$ cat config.mk
export PLATFORM = sky130hd
export DESIGN_NAME = branch_predict_unit
export DESIGN_NICKNAME = d
export VERILOG_FILES = /design/src/rtl/branch_predict_unit.sv
export SDC_FILE = /design/constraint.sdc
export NUM_CORES = 1
export LEC_CHECK = 0
export CAP_MARGIN = 30
export CORE_MARGIN = 5
export CORE_UTILIZATION = 40
export DETAILED_ROUTE_END_ITERATION = 12
export DONT_BUFFER_PORTS = 1
export GPL_TIMING_DRIVEN = 1
export PLACE_DENSITY = 0.65
export SYNTH_ARGS = -nofsm -noshare
export SYNTH_HDL_FRONTEND = slang
export SYNTH_SLANG_ARGS = --single-unit
$ cat constraint.sdc
create_clock -name clk -period 3.25 [get_ports clk]
set_input_delay 0.1625 -clock clk [delete_from_list [all_inputs] [get_ports clk]]
set_output_delay 0.1625 -clock clk [all_outputs]
set_load 0.02 [all_outputs]
$ cat src/rtl/branch_predict_unit.sv
// rtl/branch_predict_unit.sv - direct-mapped BTB with 2-bit counters, ID-stage branch resolution and stats
module branch_predict_unit #(
   parameter int PC_W  = 8,
   parameter int IDX_W = 4,
   parameter int CNT_W = 16
) (
   input  logic             clk,
   input  logic             rst_n,
   input  logic [PC_W-1:0]  if_pc,
   output logic             pred_taken,
   output logic [PC_W-1:0]  pred_target,
   input  logic             id_branch,
   input  logic             stall,
   input  logic             id_taken,
   input  logic [PC_W-1:0]  id_pc,
   input  logic [31:0]      id_imm,
   input  logic             id_pred_taken,
   input  logic [PC_W-1:0]  id_pred_target,
   output logic             mispredict,
   output logic [PC_W-1:0]  redirect_pc,
   output logic [CNT_W-1:0] stat_branches,
   output logic [CNT_W-1:0] stat_mispredicts
);

   localparam int DEPTH  = 1 << IDX_W;
   localparam int TAG_W  = PC_W - IDX_W - 2;
   localparam int TAG_WS = (TAG_W > 0) ? TAG_W : 1;
   localparam logic [PC_W-1:0] PC_STEP = PC_W'(4);

   logic [DEPTH-1:0]  valid_q;
   logic [1:0]        ctr_q    [DEPTH];
   logic [TAG_WS-1:0] tag_q    [DEPTH];
   logic [PC_W-1:0]   target_q [DEPTH];

   logic [IDX_W-1:0]  if_idx;
   logic [IDX_W-1:0]  id_idx;
   logic [TAG_WS-1:0] if_tag;
   logic [TAG_WS-1:0] id_tag;
   logic              if_hit;
   logic              id_hit;
   logic              res;
   logic [PC_W-1:0]   actual_pc;
   logic              unused_bits;

   assign if_idx = if_pc[IDX_W+1:2];
   assign id_idx = id_pc[IDX_W+1:2];

   // With no tag bits left above the index, every valid entry is a hit.
   generate
      if (TAG_W > 0) begin : g_tag
         assign if_tag = if_pc[PC_W-1:IDX_W+2];
         assign id_tag = id_pc[PC_W-1:IDX_W+2];
      end else begin : g_no_tag
         assign if_tag = '0;
         assign id_tag = '0;
      end
   endgenerate

   assign unused_bits = ^{if_pc[1:0], id_pc[1:0], id_imm[31:PC_W]};

   assign if_hit = valid_q[if_idx] && ((TAG_W <= 0) || (tag_q[if_idx] == if_tag));
   assign id_hit = valid_q[id_idx] && ((TAG_W <= 0) || (tag_q[id_idx] == id_tag));

   assign pred_taken  = if_hit && ctr_q[if_idx][1];
   assign pred_target = pred_taken ? target_q[if_idx] : if_pc + PC_STEP;

   assign res         = id_branch && !stall;
   assign actual_pc   = id_taken ? id_pc + id_imm[PC_W-1:0] : id_pc + PC_STEP;
   assign mispredict  = res && ((id_pred_taken != id_taken) ||
                                (id_taken && (id_pred_target != actual_pc)));
   assign redirect_pc = mispredict ? actual_pc : '0;

   always_ff @(posedge clk) begin
      if (!rst_n) begin
         valid_q <= '0;
         for (int i = 0; i < DEPTH; i++) begin
            ctr_q[i] <= 2'b01;
         end
      end else if (res) begin
         if (id_hit) begin
            if (id_taken) begin
               if (ctr_q[id_idx] != 2'b11) ctr_q[id_idx] <= ctr_q[id_idx] + 2'b01;
            end else begin
               if (ctr_q[id_idx] != 2'b00) ctr_q[id_idx] <= ctr_q[id_idx] - 2'b01;
            end
         end else if (id_taken) begin
            valid_q[id_idx] <= 1'b1;
            ctr_q[id_idx]   <= 2'b10;
         end
      end
   end

   // Tags and targets need no reset: valid gates every use of them.
   always_ff @(posedge clk) begin
      if (rst_n && res && id_taken) begin
         target_q[id_idx] <= actual_pc;
         if (!id_hit) tag_q[id_idx] <= id_tag;
      end
   end

   always_ff @(posedge clk) begin
      if (!rst_n) begin
         stat_branches    <= '0;
         stat_mispredicts <= '0;
      end else begin
         if (res && (stat_branches != '1))
            stat_branches <= stat_branches + CNT_W'(1);
         if (mispredict && (stat_mispredicts != '1))
            stat_mispredicts <= stat_mispredicts + CNT_W'(1);
      end
   end

endmodule

==> summary.md <==
| Metric | Value |
|---|---|
| Outcome | `complete, no violations` |
| CTS Buffer Depth | `3` |
| Setup CP Type | `flip-flop to output pin` |
| DIE HEIGHT | `179 um` |
| Routed vias/inst | `5.64` |
| Final ANT Viol Nets | `0` |
| VDD IR-drop max | `0.000350 V` |
| Area of the multi-input gates | `roughly 4400 um^2` |
| Vias in the first global route | `7036` |
| Slew Limit Fails | `0` |
| Core footprint | `between 20000 and 30000 um^2` |
| Clock skew | `around 14 ps` |
| Overall Power | `~6500 uW` |
| Worst-path fanout max | `14` |
| Via Count | `approximately 6800` |
| CTS buffer count | `25` |
| Detailed router's first-iteration violation count | `582` |
| CTS tree | `built` |
| Post-synth EDFFs | `about 190` |
| WL/cell | `roughly 22 um` |
| GRT Overall Usage | `between 15 and 20%` |
| Hold depth | `2` |
| Drt drc | `0` |
| Dominant cells by area after synthesis | `edfxtp_1 (51%), mux4_2 (13%), dfxtp_1 (8.5%)` |
| R2R depth | `8` |
| Clock Latency Late Sink | `between 500 and 600 ps` |
| Routability Congestion | `~0.85` |
| Netlist cell types | `69` |
| Fraction of registers with async set/reset | `0%` |
| RSZ-0062 raised after global routing | `true` |
| TritonRoute pass-1 iters | `5` |
| Initial antenna violation count | `1` |
| Fin util | `45.4%` |
| Initial Util | `between 40 and 50%` |
| Largest net degree at the start of global routing | `61` |
| Crit-path slowest cell | `mux4_2` |
| Peak Freq | `around 310 MHz` |
| Fin crit share | `99.7%` |
| Clk Tree Root Cell | `clkbuf_16` |
| Synth Flop Type | `edfxtp_1` |
| Clock sinks | `between 200 and 250` |
| Fraction of layout cells with a size suffix above 1 | `around 18%` |
| P_leak | `approximately 0.0042 uW` |
| Clock-pin slew on the worst setup and hold paths | `roughly 60 ps` |
| Element type at the critical path end | `output pin` |
| Synth Cell Area | `between 10000 and 15000 um^2` |
| Die W | `179 um` |
| Slew @ Worst Pin | `771 ps` |
| Mapped Cells | `808` |
| Final Hold Fails | `0` |
| Die Area | `between 30000 and 40000 um^2` |
| IO Port Bufs | `0` |
| Row count | `roughly 60` |
| Worst path depth | `6` |
| Yosys top cell area share | `around half` |
| Worst slew margin | `between 40 and 50%` |
| PD cells | `between 500 and 600 nW/um^2` |
| Dpl hpwl | `roughly 18000 um` |
| DRT Wirelength | `between 20000 and 30000 um` |
| Critical Path RT | `between 3000 and 4000 ps` |
| Final setup violating endpoints | `0` |
| Final nets | `around 900` |
| Buffers & Inverters on Critical Path | `1` |
| YS warnings | `0` |
| Largest stage delay on the critical path | `roughly 520 ps` |
| Worst min-delay path class | `input port to flip-flop` |
| Register area share after synthesis | `around three fifths` |
| Largest delay share family, worst path | `multiplexers` |
| P&R area growth vs syn | `11.8%` |
| Most used cell, CP | `mux4_2` |
| H-tree levels | `1` |
| Minimum clock period | `about 3200 ps` |
| WP data arrival | `3080 ps` |
| Total setup buffers inserted after CTS | `0` |
| Syn Nets | `~900` |
| Synthesis-stage register bit count | `between 200 and 250` |
| Global-route wire length before repair | `~41000 um` |
| I/O pin cnt | `roughly 110` |
| Dominant cell type by area after synthesis | `edfxtp_1` |
| Type of origin of the critical path | `flip-flop` |
| Critical Path, Cell by Cell | `mux4_2, mux4_2, xor2_1, a2111oi_4, buf_6, mux2_4` |
| Grt total ovfl | `0` |
| Hold WS | `~89 ps` |
| Max-cap violations | `0` |
| Post-Syn Area per Cell | `14.1 um^2` |
| Reg area | `6730 um^2` |
| Fillers | `2528` |
[worst paths after layout]
| check | end | slack [ps] | from |
|---|---|---|---|
| max | pred_target[3] | 9 | tag_q[11][0] |
| min | target_q[14][7] | 90 | id_pc[7] |
| max reg2reg | ctr_q[7][0] | 140 | tag_q[3][1] |
| min reg2reg | valid_q[4] | 480 | valid_q[4] |
[synthesized netlist by cell type, drive strengths merged, types with 6 or more instances]
library cell / number
inv: 10
buf: 27
o21ai: 35
nor3: 8
mux4: 73
clkbuf: 28
dfxtp: 48
xnor2: 14
nand3b: 6
a21o: 18
nand2b: 13
nand4: 11
nand2: 61
and2: 7
ha: 14
edfxtp: 192
nand3: 33
xor2: 22
and3: 9
mux2i: 12
a21oi: 17
nor2: 76
[repair_timing]
action	CTS	global route
setup endpoints to repair	8	45
endpoints found under the hold margin	99	0
resized for setup	3	23
hold buffers	7	0
pin swaps	0	1
[cells in the final DEF (no fill, tap or decap), types with 14 or more instances in the layout]
cell,n
o21ai_1,18
o21ai_0,15
xor2_1,22
buf_4,30
mux4_2,67
a21o_1,18
ha_1,14
nor2_1,76
nand2_1,61
nand3_1,31
edfxtp_1,192
clkbuf_16,25
dfxtp_1,48
xnor2_1,14
a21oi_1,17
[metal layers]
layer / track usage [%] / vias up / share of wire, %
met5: 0 / - / 0.050
met2: 27.6 / 213 / 49
met1: 21.6 / 3448 / 40
met3: 5.11 / 36 / 8.8
li1: - / 3148 / -
met4: 4.35 / 2 / 1.9
[where the power goes]
group / internal [uW] / switching [uW]
sequential: 3390 / 19.2
clock: 1460 / 1140
combinational: 228 / 297
total: 5080 / 1450
[area by class of cell]
type | count | share of cell area (%)
flip-flops and latches | 240 | 53.0
multi-input cells | 503 | 34.5
clock buffers | 31 | 5.26
well taps | 378 | 3.73
repair buffers | 39 | 2.65
clock inverters | 13 | 0.562
inverters | 10 | 0.296
diodes | 1 | 0.0197
[cell families after synthesis]
logic type,count (synthesis),share of synthesized area [%]
flops,240,59.2
xor+xnor,36,2.78
simple gates,253,10.9
fa+ha+maj,15,1.72
compound gates,110,6.67
mux,89,16.1
buf+inv,65,2.62
[metrics by stage]
stage,TNS (ps),cells,cell area (um^2),setup slack [ps]
finish,0,1215,12700,9.11
global route,-227,1214,12700,-47.6
floorplan,0,808,11400,103
CTS,-150,1214,12700,-41.9
global placement,0,1163,11800,125
detailed placement,0,1163,11800,101
[state kept, by name (all words and copies together) (netlist names)]
| name | cells |
|---|---|
| valid_q | 16 |
| target_q | 128 |
| stat_branches | 16 |
| tag_q | 32 |
| ctr_q | 32 |
| stat_mispredicts | 16 |
(Power assumes the default switching activity.)
